`config.mk`:
```
export PLATFORM = sky130hd
export DESIGN_NAME = uart_core
export DESIGN_NICKNAME = d
export VERILOG_FILES = /design/src/rtl/uart_pkg.sv /design/src/rtl/uart_baud_gen.sv /design/src/rtl/uart_core.sv
export SDC_FILE = /design/constraint.sdc
export NUM_CORES = 1
export LEC_CHECK = 0
export ABC_CLOCK_PERIOD_IN_PS = 5200
export BUFFER_PORTS_ARGS = -buffer_cell sky130_fd_sc_hd__buf_2
export CAP_MARGIN = 20
export CORE_MARGIN = 2
export CORE_UTILIZATION = 34
export DETAILED_ROUTE_END_ITERATION = 6
export PLACE_DENSITY_LB_ADDON = 0.05
export SLEW_MARGIN = 40
export SYNTH_ARGS = -nofsm -noshare
export SYNTH_HDL_FRONTEND = slang
export SYNTH_SLANG_ARGS = --single-unit
```
`constraint.sdc`:
```
create_clock -name clk -period 5.2 [get_ports clk]
set_input_delay 0.78 -clock clk [delete_from_list [all_inputs] [get_ports clk]]
set_output_delay 0.78 -clock clk [all_outputs]
set_load 0.02 [all_outputs]
```
`src/rtl/uart_pkg.sv`:
```
// Shared types and constants for the UART core: FSM state encodings,
// parity_mode encodings, parameter legality limits and parity helpers.
package uart_pkg;

   typedef enum logic [2:0] {
      TX_IDLE,
      TX_START,
      TX_DATA,
      TX_PARITY,
      TX_STOP
   } tx_state_t;

   typedef enum logic [2:0] {
      RX_IDLE,
      RX_START,
      RX_DATA,
      RX_PARITY,
      RX_STOP,
      RX_BREAK
   } rx_state_t;

   localparam logic [1:0] PAR_NONE     = 2'b00;
   localparam logic [1:0] PAR_EVEN     = 2'b01;
   localparam logic [1:0] PAR_ODD      = 2'b10;
   localparam logic [1:0] PAR_NONE_ALT = 2'b11;

   localparam int DATA_BITS_MIN  = 5;
   localparam int DATA_BITS_MAX  = 8;
   localparam int OVERSAMPLE_MIN = 4;

   // True when the mode inserts a parity bit into the frame.
   function automatic logic parity_enabled(input logic [1:0] mode);
      logic en;
      case (mode)
         PAR_EVEN, PAR_ODD:      en = 1'b1;
         PAR_NONE, PAR_NONE_ALT: en = 1'b0;
         default:                en = 1'b0;
      endcase
      return en;
   endfunction

   // Parity bit that makes (data ones + parity) even or odd; data must
   // already have its unused upper bits cleared.
   function automatic logic parity_bit(input logic [7:0] data, input logic [1:0] mode);
      return (mode == PAR_ODD) ? ~(^data) : ^data;
   endfunction

endpackage

```
`src/rtl/uart_baud_gen.sv`:
```
// Baud tick generator: one s_tick every baud_div+1 clocks, shared by TX and RX.
module uart_baud_gen
   import uart_pkg::*;
#(
   parameter int DIV_W = 16
) (
   input  logic             clk,
   input  logic             reset,
   input  logic [DIV_W-1:0] baud_div,
   output logic             s_tick
);

   logic [DIV_W-1:0] count;

   // Comparing with >= lets a lowered divisor wrap at once instead of
   // running the counter all the way round.
   assign s_tick = (count >= baud_div);

   // Free-running divider counter, back to 0 on the tick cycle.
   always_ff @(posedge clk or posedge reset) begin
      // NOTE: sequential state uses <= so every flop samples pre-edge values.
      if (reset)       count <= '0;
      else if (s_tick) count <= '0;
      else             count <= count + 1'b1;
   end

endmodule

```
`src/rtl/uart_core.sv`:
```
// UART core: oversampled TX and RX engines sharing one baud tick, with
// configurable data bits, parity and stop bits, and a one-word RX holding
// register with overrun detection.
module uart_core
   import uart_pkg::*;
#(
   parameter int DATA_BITS  = 8,
   parameter int OVERSAMPLE = 16,
   parameter int DIV_W      = 16
) (
   input  logic             clk,
   input  logic             reset,
   input  logic [DIV_W-1:0] baud_div,
   input  logic [1:0]       parity_mode,
   input  logic             two_stop,
   input  logic [7:0]       tx_data,
   input  logic             tx_valid,
   output logic             tx_ready,
   output logic             tx,
   output logic             tx_busy,
   input  logic             rx,
   output logic [7:0]       rx_data,
   output logic             rx_valid,
   input  logic             rx_ready,
   output logic             rx_parity_err,
   output logic             rx_frame_err,
   output logic             rx_overrun
);

   localparam int                TICK_W    = $clog2(OVERSAMPLE);
   localparam logic [TICK_W-1:0] TICK_LAST = TICK_W'(OVERSAMPLE - 1);
   localparam logic [TICK_W-1:0] TICK_HALF = TICK_W'(OVERSAMPLE / 2 - 1);
   localparam logic [2:0]        BIT_LAST  = 3'(DATA_BITS - 1);
   localparam logic [7:0]        DATA_MASK = 8'((1 << DATA_BITS) - 1);

   generate
      if (DATA_BITS < DATA_BITS_MIN || DATA_BITS > DATA_BITS_MAX) begin : g_bad_data_bits
         $error("uart_core: DATA_BITS must be in 5..8");
      end
      if (OVERSAMPLE < OVERSAMPLE_MIN || (OVERSAMPLE % 2) != 0) begin : g_bad_oversample
         $error("uart_core: OVERSAMPLE must be even and at least 4");
      end
   endgenerate

   logic s_tick;

   uart_baud_gen #(.DIV_W(DIV_W)) u_baud_gen (
      .clk      (clk),
      .reset    (reset),
      .baud_div (baud_div),
      .s_tick   (s_tick)
   );

   // ------------------------------------------------------------------ TX
   tx_state_t         tx_state, tx_next;
   logic [TICK_W-1:0] tx_tick_cnt;
   logic [2:0]        tx_bit_idx;
   logic              tx_stop_cnt;
   logic [7:0]        tx_shift;
   logic              tx_par_en, tx_par_bit, tx_two_stop;
   logic              tx_armed;     // holds tx_ready low until the first clk after reset
   logic              tx_accept, tx_bit_end;

   assign tx_accept  = tx_valid && tx_ready;
   assign tx_bit_end = s_tick && (tx_tick_cnt == TICK_LAST);

   // TX state register.
   always_ff @(posedge clk or posedge reset) begin
      if (reset) tx_state <= TX_IDLE;
      else       tx_state <= tx_next;
   end

   // TX next-state: each non-idle state lasts OVERSAMPLE ticks per bit.
   always_comb begin
      // NOTE: default first so no path through the case leaves tx_next unassigned (no latch).
      tx_next = tx_state;
      case (tx_state)
         TX_IDLE:   if (tx_accept)  tx_next = TX_START;
         TX_START:  if (tx_bit_end) tx_next = TX_DATA;
         TX_DATA:   if (tx_bit_end && tx_bit_idx == BIT_LAST)
                       tx_next = tx_par_en ? TX_PARITY : TX_STOP;
         TX_PARITY: if (tx_bit_end) tx_next = TX_STOP;
         TX_STOP:   if (tx_bit_end && (!tx_two_stop || tx_stop_cnt))
                       tx_next = TX_IDLE;
         default:   tx_next = TX_IDLE;
      endcase
   end

   // TX outputs decoded from state.
   always_comb begin
      tx       = 1'b1;
      tx_ready = 1'b0;
      tx_busy  = 1'b1;
      case (tx_state)
         TX_IDLE: begin
            tx_ready = tx_armed;
            tx_busy  = 1'b0;
         end
         TX_START:  tx = 1'b0;
         TX_DATA:   tx = tx_shift[0];
         TX_PARITY: tx = tx_par_bit;
         TX_STOP:   tx = 1'b1;
         default:   tx_busy = 1'b0;
      endcase
   end

   // TX datapath: tick/bit counters, word and config capture, LSB-first shift.
   always_ff @(posedge clk or posedge reset) begin
      if (reset) begin
         tx_armed    <= 1'b0;
         tx_tick_cnt <= '0;
         tx_bit_idx  <= '0;
         tx_stop_cnt <= 1'b0;
         tx_shift    <= '0;
         tx_par_en   <= 1'b0;
         tx_par_bit  <= 1'b0;
         tx_two_stop <= 1'b0;
      end else begin
         tx_armed <= 1'b1;
         if (tx_state == TX_IDLE || tx_bit_end) tx_tick_cnt <= '0;
         else if (s_tick)                       tx_tick_cnt <= tx_tick_cnt + 1'b1;
         if (tx_accept) begin
            tx_shift    <= tx_data & DATA_MASK;
            tx_par_en   <= parity_enabled(parity_mode);
            tx_par_bit  <= parity_bit(tx_data & DATA_MASK, parity_mode);
            tx_two_stop <= two_stop;
            tx_bit_idx  <= '0;
            tx_stop_cnt <= 1'b0;
         end else if (tx_bit_end) begin
            if (tx_state == TX_DATA) begin
               tx_shift   <= tx_shift >> 1;
               tx_bit_idx <= tx_bit_idx + 1'b1;
            end
            if (tx_state == TX_STOP) tx_stop_cnt <= 1'b1;
         end
      end
   end

   // ------------------------------------------------------------------ RX
   logic                 rx_meta, rx_sync;
   rx_state_t            rx_state, rx_next;
   logic [TICK_W-1:0]    rx_tick_cnt;
   logic [2:0]           rx_bit_idx;
   logic                 rx_stop_cnt;
   logic [DATA_BITS-1:0] rx_shift;
   logic [1:0]           rx_par_mode;
   logic                 rx_two_stop;
   logic                 rx_par_err_acc, rx_frame_err_acc;
   logic                 rx_sample, rx_frame_end, rx_frame_bad;
   logic                 rx_start_det, rx_handshake, rx_load;

   assign rx_start_det = (rx_state == RX_IDLE) && !rx_sync;
   assign rx_frame_bad = rx_frame_err_acc || !rx_sync;
   assign rx_handshake = rx_valid && rx_ready;
   assign rx_load      = rx_frame_end && (!rx_valid || rx_ready);

   // Two-flop synchroniser for the asynchronous line; resets to idle-high.
   always_ff @(posedge clk or posedge reset) begin
      if (reset) begin
         rx_meta <= 1'b1;
         rx_sync <= 1'b1;
      end else begin
         rx_meta <= rx;
         rx_sync <= rx_meta;
      end
   end

   // RX state register.
   always_ff @(posedge clk or posedge reset) begin
      if (reset) rx_state <= RX_IDLE;
      else       rx_state <= rx_next;
   end

   // RX next-state: half-bit start qualification, then one sample per bit.
   always_comb begin
      rx_next = rx_state;
      case (rx_state)
         RX_IDLE:   if (!rx_sync)  rx_next = RX_START;
         RX_START:  if (rx_sample) rx_next = rx_sync ? RX_IDLE : RX_DATA;
         RX_DATA:   if (rx_sample && rx_bit_idx == BIT_LAST)
                       rx_next = parity_enabled(rx_par_mode) ? RX_PARITY : RX_STOP;
         RX_PARITY: if (rx_sample) rx_next = RX_STOP;
         RX_STOP:   if (rx_frame_end) rx_next = rx_frame_bad ? RX_BREAK : RX_IDLE;
         RX_BREAK:  if (rx_sync)   rx_next = RX_IDLE;
         default:   rx_next = RX_IDLE;
      endcase
   end

   // RX strobes: mid-bit sample point and end-of-frame.
   always_comb begin
      rx_sample    = 1'b0;
      rx_frame_end = 1'b0;
      case (rx_state)
         RX_START:           rx_sample = s_tick && (rx_tick_cnt == TICK_HALF);
         RX_DATA, RX_PARITY: rx_sample = s_tick && (rx_tick_cnt == TICK_LAST);
         RX_STOP: begin
            rx_sample    = s_tick && (rx_tick_cnt == TICK_LAST);
            rx_frame_end = s_tick && (rx_tick_cnt == TICK_LAST) &&
                           (!rx_two_stop || rx_stop_cnt);
         end
         default: ;
      endcase
   end

   // RX datapath: tick/bit counters, config capture, shift-in and per-word error accumulation.
   always_ff @(posedge clk or posedge reset) begin
      if (reset) begin
         rx_tick_cnt      <= '0;
         rx_bit_idx       <= '0;
         rx_stop_cnt      <= 1'b0;
         rx_shift         <= '0;
         rx_par_mode      <= PAR_NONE;
         rx_two_stop      <= 1'b0;
         rx_par_err_acc   <= 1'b0;
         rx_frame_err_acc <= 1'b0;
      end else begin
         if (rx_state == RX_IDLE || rx_state == RX_BREAK || rx_sample) rx_tick_cnt <= '0;
         else if (s_tick)                                              rx_tick_cnt <= rx_tick_cnt + 1'b1;
         if (rx_start_det) begin
            rx_par_mode      <= parity_mode;
            rx_two_stop      <= two_stop;
            rx_bit_idx       <= '0;
            rx_stop_cnt      <= 1'b0;
            rx_par_err_acc   <= 1'b0;
            rx_frame_err_acc <= 1'b0;
         end else if (rx_sample) begin
            case (rx_state)
               RX_DATA: begin
                  rx_shift   <= {rx_sync, rx_shift[DATA_BITS-1:1]};
                  rx_bit_idx <= rx_bit_idx + 1'b1;
               end
               RX_PARITY: rx_par_err_acc <= (rx_sync != parity_bit(8'(rx_shift), rx_par_mode));
               RX_STOP: begin
                  rx_stop_cnt <= 1'b1;
                  if (!rx_sync) rx_frame_err_acc <= 1'b1;
               end
               default: ;
            endcase
         end
      end
   end

   // RX holding register: load on free slot, flag overrun otherwise, clear on handshake.
   always_ff @(posedge clk or posedge reset) begin
      if (reset) begin
         rx_valid      <= 1'b0;
         rx_data       <= '0;
         rx_parity_err <= 1'b0;
         rx_frame_err  <= 1'b0;
         rx_overrun    <= 1'b0;
      end else begin
         if (rx_load) begin
            rx_valid      <= 1'b1;
            rx_data       <= 8'(rx_shift);
            rx_parity_err <= rx_par_err_acc;
            rx_frame_err  <= rx_frame_bad;
         end else if (rx_handshake) begin
            rx_valid <= 1'b0;
         end
         if (rx_frame_end && rx_valid && !rx_ready) rx_overrun <= 1'b1;
         else if (rx_handshake)                     rx_overrun <= 1'b0;
      end
   end

endmodule

```
# Yosys cells after proc, flatten, opt, wreduce, memory -nomap -nowiden
# Index checks and enable logic that the tools add are counted.
[word_totals]
word_cells = 183
inputBits = 32
register_bits = 77
out_inout_bits = 15
[op_classes]
n_addsub = 5
muxes = 58
reduce_logical = 57
n_bitwise = 3
magnitude_cmp = 1
eq_ne = 33
[op_table]
columns = ["cell", "count"]
rows = [
  ["2-to-1 mux 3 bit", 20],
  ["2-to-1 mux 8 bit", 3],
  ["2-to-1 mux 1 bit", 23],
  ["!= test 2 bit, second input constant", 11],
  ["nonzero test 2 bit", 11],
  ["case mux 3 bit (6 select lines)", 1],
  ["adder 16 x 1 -> 16 bit, second input constant", 1],
  ["greater-or-equal comparator 16 bit", 1],
  ["2-to-1 mux 16 bit", 1],
  ["2-to-1 mux 4 bit", 4],
  ["parity 8 bit", 2],
  ["equality test 3 bit, second input constant", 5],
  ["case mux 3 bit (5 select lines)", 1],
  ["logical AND 1 bit", 13],
  ["equality test 3 x 2 -> 1 bit, second input constant", 4],
  ["AND reduction 2 bit", 5],
  ["adder 4 x 1 -> 4 bit, second input constant", 2],
  ["equality test 2 bit, second input constant", 4],
  ["equality test 4 bit, second input constant", 2],
  ["OR reduction 2 bit", 4],
  ["logical OR 1 bit", 7],
  ["adder 3 x 1 -> 3 bit, second input constant", 2],
  ["equality test 3 x 1 -> 1 bit, second input constant", 2],
  ["logical NOT 3 bit", 2],
  ["other kinds (15)", 26],
]

# Longest topological paths before layout
# Gate-level depths: netlist of run 1.
[logic_depth]
depth_word = 9
depth_mapped = 10
depth_no_buf = 8

# Hierarchy
# Synthesis of run 1 repeated with hierarchy kept, for this count alone.
[unflattened]
cells_unflattened = 386
area_unflattened_um2 = 4174.0
[by_module_without_submodules]
columns = ["module", "cells_per_inst", "area_per_inst_um2", "seq_area_each_um2", "n_inst"]
rows = [
  ["uart_core", 260, 3062.9, 1529.0, 1],
  ["uart_baud_gen", 126, 1111.1, 400.4, 1],
]

# Worst setup path before layout of run 1
# OpenSTA, ideal clock, no wires.
[synth_path]
kind = "input-to-reg"
start = "input port baud_div[11]"
end = "register rx_bit_idx[2]"
required_time_ps = 5075
arrival_time_ps = 2786
path_slack_ps = 2289
stages = 10
path_cell_list = "inv_1 -> ha_1 -> nand4_1 -> a211o_1 -> o32a_1 -> and2_1 -> buf_6 -> nor3b_2 -> buf_4 -> mux2_2"
[synth_via]
elab_chain_cells = 5
word_cells_on_any_way = 6
classes_between = "order compare (1); mux (1); reduce/logical (4)"
[synth_rtl]
columns = ["element", "line_no", "source"]
rows = [
  ["start, declared", "uart_core.sv:13", "input logic [DIV_W-1:0] baud_div,"],
  ["greater-or-equal comparator 16 bit (*)", "uart_baud_gen.sv:17", "assign s_tick = (count >= baud_div);"],
  ["logical AND 1 bit, on equally long branches", "uart_core.sv:195, uart_core.sv:197, uart_core.sv:194", ""],
  ["case mux 1 bit (2 select lines) (*)", "uart_core.sv:193", "case (rx_state)"],
  ["nonzero test 2 bit (no source line) (*)", "n/a", ""],
  ["AND reduction 2 bit (no source line) (*)", "n/a", ""],
  ["end signal, assigned", "uart_core.sv:230", "rx_bit_idx <= rx_bit_idx + 1'b1;"],
  ["end, declared", "uart_core.sv:143", "logic [2:0] rx_bit_idx;"],
]
# Every way passes the cells marked *; elsewhere a longest branch is shown, timed or not.
# A chain may end at the register's enable or synchronous reset.

# Final worst setup path of run 1
[layout_path]
start = "input port baud_div[15]"
end = "register rx_shift[5]"
[layout_via]
elab_chain_cells = 4
word_cells_on_any_way = 5
classes_between = "order compare (1); mux (1); reduce/logical (3)"
[layout_rtl]
columns = ["element", "line_no", "source"]
rows = [
  ["greater-or-equal comparator 16 bit (*)", "uart_baud_gen.sv:17", ""],
  ["logical AND 1 bit, on equally long branches", "uart_core.sv:195, uart_core.sv:197, uart_core.sv:194", ""],
  ["case mux 1 bit (2 select lines) (*)", "uart_core.sv:193", ""],
  ["AND reduction 3 bit (no source line) (*)", "n/a", ""],
  ["end signal, assigned", "uart_core.sv:229", "rx_shift <= {rx_sync, rx_shift[DATA_BITS-1:1]};"],
  ["end, declared", "uart_core.sv:145", "logic [DATA_BITS-1:0] rx_shift;"],
]
# Marked as above.

==> results.json, run 1 <==
{
  "yosysTopAreaCellShare_pct": 44.4,
  "regArea_mm2": 0.00193,
  "synth_nets": 482,
  "wl_met3_um": 256,
  "setup_tns_ps": 0,
  "start_util_pct": 35.1,
  "cts.clk_slew.worst_paths_ps": 60,
  "startpoint": "baud_div[15]",
  "cts_sinks": 77,
  "grt_max_degree": 47,
  "dp_cells": 623,
  "antenna_found_initial": 0,
  "synth_adder_area_share_pct": 7.40,
  "dr.pass1.iters": 4,
  "leakage_uw": 0.00234,
  "finalSetupViolations": 0,
  "finalHoldViolCount": 0,
  "drt_iter0_drc": 91,
  "gp_congestion": 0.760,
  "portBuffers": 46,
  "cts_setup_buffers": 0,
  "final_cells": 639,
  "insertedDiodeCount": 0,
  "clk_latency_ps": 340,
  "synth_common_cells": "dfrtp_1 (75), nor2_1 (39), nand2_1 (30)",
  "final_antenna_net_count": 0,
  "area_delta_synth_final_pct": 16.8,
  "synth-seq-cells": 77,
  "grt_pass1_wl_um": 15400,
  "grt_pass1_vias": 3263,
  "synth_area_mm2": 0.00423,
  "gr-total-overflow": 0,
  "critPathKind": "input pin to flip-flop",
  "required_ps": 5420,
  "skew_ps": 5.76,
  "ir_drop_uv": 154,
  "cts_resized": 0,
  "num_rows": 40,
  "drive_gt1_share_pct": 20.4,
  "synthFlopType": "dfrtp_1",
  "worst_pin_slew_ps": 751,
  "synth_compound_area_share_pct": 13.0,
  "p_per_area_mw_per_mm2": 389,
  "fillers": 1235,
  "ys_types": 54,
  "nNetsFinal": 523,
  "cts_tree": "built",
  "cp_slowest_cell": "nor3b_4",
  "fin_crit_sh_pct": 62.1,
  "ys_warn_count": 0,
  "remaining_drc_errors": 0,
  "num_vias": 3176,
  "critPathMaxStageDelay_ps": 620,
  "synthSimpleGateAreaFrac_pct": 15.7,
  "maxCapViolCount": 0,
  "syn_avg_cell_area_um2": 9.95,
  "wl_met2_um": 3850,
  "viasPerCell": 4.97,
  "cts_root_buf": "clkbuf_16",
  "synth-edff-count": 0,
  "power_uw": 1920,
  "synth.area.top_cells": "dfrtp_1 (44%), ha_1 (7.4%), mux2_2 (5.9%)",
  "die_h_um": 116,
  "die_area_mm2": 0.0133,
  "period_needed_ps": 3230,
  "crit_chain": "buf_2, inv_1, ha_1, nand4_1, a211o_1, o32a_1, and2_1, nor3b_4, mux2_2",
  "clk_path_buf_depth": 2,
  "wl_met1_um": 4500,
  "grt.total_usage_pct": 14.6,
  "post_synth_mux_area_share_pct": 6.33,
  "place.detailed.hpwl_um": 6190,
  "htreeDepth": 3,
  "yosysTopAreaCell": "dfrtp_1",
  "routedWlPerCell_um": 13.8,
  "crit_path_start_kind": "input pin",
  "synth_top_family_by_area": "simple AND/OR/NAND/NOR gates",
  "syn_inst": 425,
  "numCtsBuffers": 9,
  "synthArstFlopShare_pct": 100,
  "crit_fanout": 17,
  "die-width_um": 116,
  "io_pins": 47,
  "slew_headroom_pct": 49.5,
  "hold_path_class": "flip-flop to flip-flop",
  "r2r-start": "rx_state[2]",
  "drv_slew": 0,
  "synth_most_common_cell": "dfrtp_1",
  "status": "finished clean",
  "top_layer_used": "met4",
  "critPathCaptureType": "flip-flop",
  "wirelength_um": 8800,
  "core_region_area_mm2": 0.0121,
  "multiInputGateArea_mm2": 0.00213,
  "max_freq_mhz": 309,
  "synth_seq_area_share_pct": 45.6,
  "cts_hold_buf": 0,
  "min-delay-start": "rx_meta",
  "rsz0062_at_grt": "false",
  "synth_xor_area_share_pct": 7.25,
  "worstPathArrival_ps": 3450
}
==> cell families after synthesis <==
kind of cell             after synthesis
other                                  1
AO/OA/AOI/OAI                         84
adder cells (fa/ha/maj)               25
multiplexers                          24
AND/OR/NAND/NOR                      131
buffers and inverters                 48
flip-flops                            77
XOR/XNOR                              35
==> metrics by stage <==
step           util, %  setup slack, ps  cell area [µm²]  hold slack (ps)
3_5_place_dp      38.4             1480             4630              350
4_1_cts           40.9             1830             4940              358
5_1_grt           40.9             1760             4940              362
3_3_place_gp      38.2             1370             4610              350
6_report          40.9             1970             4940              358
2_1_floorplan        -             2290             4230              345
==> placed cells by master (no fill, tap or decap), drive strengths merged, types with 13 or more instances in the layout <==
master  instances
xnor2          26
buf            49
o21ai          18
clkbuf         13
a21oi          24
mux2           22
inv            29
ha             25
dfrtp          75
nor2           39
nand2          30
==> worst max-delay path: cells and delay by family <==
| kind | cells | cell delay [ps] |
|---|---|---|
| compound gates | 2 | 640 |
| fa+ha+maj | 1 | 300 |
| buf+inv | 2 | 100 |
| mux | 1 | 400 |
| simple gates | 3 | 1210 |
==> layout make-up <==
type	count	area share (%)
Tap cell	168	4.26
Inverter	29	2.25
Clock inverter	3	0.887
Sequential cell	77	39.1
Clock buffer	13	5.27
Multi-Input combinational cell	300	43.1
Timing Repair Buffer	49	5.12
==> power by group <==
| group | internal, µW | leakage [µW] | total [µW] | switching, µW |
|---|---|---|---|---|
| logic | 212 | 0.00118 | 460 | 248 |
| clock network | 398 | 0.000150 | 641 | 242 |
| registers | 681 | 0.00101 | 821 | 139 |
==> path summary, 6_finish.rpt <==
path	to	slack, ps	depth (start not counted)
setup / recovery	rx_shift[5]	1970	9
hold / removal	rx_sync	360	0
setup reg to reg	rx_shift[5]	2070	5
hold reg to reg	rx_sync	360	0
max in group asynchronous	rx_sync	3840	3
min in group asynchronous	tx_par_en	510	2
==> metal layers <==
layer  up-vias  track usage, %
li1       1582               -
met1      1534            19.8
met2        48            22.5
met3        12            2.72
met4         0            7.39
met5         -               0
==> state kept, by name, summed over array words and instances, names as in the netlist, 2 cells and up <==
name	flops
tx_bit_idx	3
u_baud_gen.count	16
rx_data	8
rx_bit_idx	3
rx_tick_cnt	4
tx_tick_cnt	4
rx_shift	8
rx_state	3
tx_state	3
tx_shift	8
rx_par_mode	2
No activity file was read; power rests on OpenSTA's default activity.
==> run 2: changes to the inputs <==
ABC_CLOCK_PERIOD_IN_PS = 3200   (was 5200)
clock period = 3.2 ns   (was 5.2 ns; I/O delays follow)
==> results.json, run 2 (same netlist as run 1, synthesis figures left out) <==
{
  "status": "finished clean",
  "max_freq_mhz": 364,
  "place_ws_ps": 272,
  "antenna_found_initial": 0,
  "nNetsFinal": 531,
  "layout_common_cells": "dfrtp_1 (75), buf_2 (46), nor2_1 (39)",
  "drive_gt1_share_pct": 21.3,
  "cts_hold_buf": 0,
  "cts_setup_buffers": 0,
  "cts_tree": "built",
  "slew_headroom_pct": 47.5,
  "place.detailed.hpwl_um": 6280,
  "grt_pass1_vias": 3084,
  "period_needed_ps": 2750,
  "internal_power_uw": 2180,
  "final_antenna_net_count": 0,
  "cts_resized": 0,
  "routedWlPerCell_um": 13.8,
  "skew_ps": 6.29,
  "clk_latency_ps": 340,
  "layout_commonest_cell": "dfrtp_1",
  "insertedDiodeCount": 0,
  "maxCapViolCount": 0,
  "rsz0062_at_grt": "false",
  "fillers": 1191,
  "postPlaceCellArea_mm2": 0.00469,
  "leakage_uw": 0.00238,
  "switching_share_pct": 31.9,
  "die_h_um": 116,
  "grt.total_usage_pct": 14.6,
  "gp_congestion": 0.764,
  "wl_met1_um": 4540,
  "clk_path_buf_depth": 2,
  "grt_max_degree": 47,
  "drt_iter0_drc": 139,
  "fin_ws_ps": 452,
  "gr-total-overflow": 0,
  "wl_met2_um": 3950,
  "dr.pass1.iters": 4,
  "critPathCaptureType": "flip-flop",
  "die_area_mm2": 0.0133,
  "area_delta_synth_final_pct": 18.3,
  "cts.clk_slew.worst_paths_ps": 60,
  "clkPwrFrac_pct": 34.4,
  "crit_fanout": 11,
  "numCtsBuffers": 9,
  "remaining_drc_errors": 0,
  "top_layer_used": "met4",
  "start_util_pct": 35.1,
  "grt_pass1_wl_um": 15100,
  "finalSetupViolations": 0,
  "cts_root_buf": "clkbuf_16",
  "holdPathStages": 1,
  "largest_register_ffs": 16,
  "rr_worst_depth": 7,
  "viasPerCell": 4.92,
  "comb_power_share_pct": 25.6,
  "portBuffers": 46,
  "hold_path_class": "input pin to flip-flop",
  "drv_slew": 0,
  "htreeDepth": 3,
  "io_pins": 47,
  "num_vias": 3181,
  "wirelength_um": 8940,
  "seqPwrFrac_pct": 40.0,
  "die-width_um": 116,
  "finalHoldViolCount": 0,
  "ir_drop_uv": 236,
  "setup_tns_ps": 0,
  "num_rows": 40,
  "worst_pin_slew_ps": 782,
  "dp_cells": 631,
  "worstPathArrival_ps": 2970,
  "post-route-cell-area_mm2": 0.00500,
  "core_region_area_mm2": 0.0121,
  "p_sw_uw": 1020,
  "critPathKind": "flip-flop to flip-flop",
  "final_cells": 646,
  "regMostFlops": "u_baud_gen.count",
  "p_per_area_mw_per_mm2": 639,
  "wl_met3_um": 289,
  "required_ps": 3420,
  "fin_crit_sh_pct": 85.9,
  "crit_path_start_kind": "flip-flop",
  "cts_sinks": 77,
  "power_uw": 3200
}
[run 2: changes by cell type in the layout (fill, tap and decap cells not counted), sizes merged]
cell | before | now
clkbuf | 13 | 11
buf | 49 | 57
clkinv | 2 | 1
bufinv | 1 | 2
clkinvlp | 0 | 1
[run 2: through the flow]
stage | utilization [%] | hold WS [ps]
after CTS | 41.5 | 226
after global placement | 38.8 | 347
after floorplan | - | 345
final | 41.5 | 237
after detailed placement | 38.9 | 348
after global routing | 41.5 | 228
[run 2: per-layer routing]
layer	track usage (%)	vias up
li1	-	1596
met1	20.1	1521
met2	22.2	54
met3	3.56	10
met4	5.78	0
met5	0	-
[run 2: power by group through the flow]
stage	clock network, µW	registers (µW)	logic [µW]
2_1_floorplan	0	1220	659
3_3_place_gp	0	1300	824
3_5_place_dp	0	1300	825
4_1_cts	1140	1280	830
5_1_grt	1180	1300	941
6_report	1100	1280	818
[run 2: final timing paths]
kind                                        end  slack (ps)                 start
setup / recovery                    rx_shift[2]         450  u_baud_gen.count[11]
hold / removal                          rx_meta         240                    rx
setup reg to reg                    rx_shift[2]         450  u_baud_gen.count[11]
hold reg to reg                         rx_sync         360               rx_meta
max in group asynchronous  u_baud_gen.count[14]        2260                 reset
min in group asynchronous           rx_two_stop         250                 reset
[run 2: layout make-up]
type | instances | area (µm²) | share of cell area [%]
clock buffers | 11 | 243 | 4.85
well taps | 168 | 210 | 4.20
repair buffers | 57 | 325 | 6.50
clock inverters | 4 | 72.6 | 1.45
flip-flops and latches | 77 | 1930 | 38.6
multi-input cells | 300 | 2110 | 42.3
inverters | 29 | 109 | 2.18
[run 2: worst max-delay path, stage by stage, from the launching register on]
cell	delay [ps]
dfrtp_1	410
ha_1	320
nand4_1	150
a211o_1	290
o32a_1	290
and2_1	210
nor3b_4	550
mux2_2	400
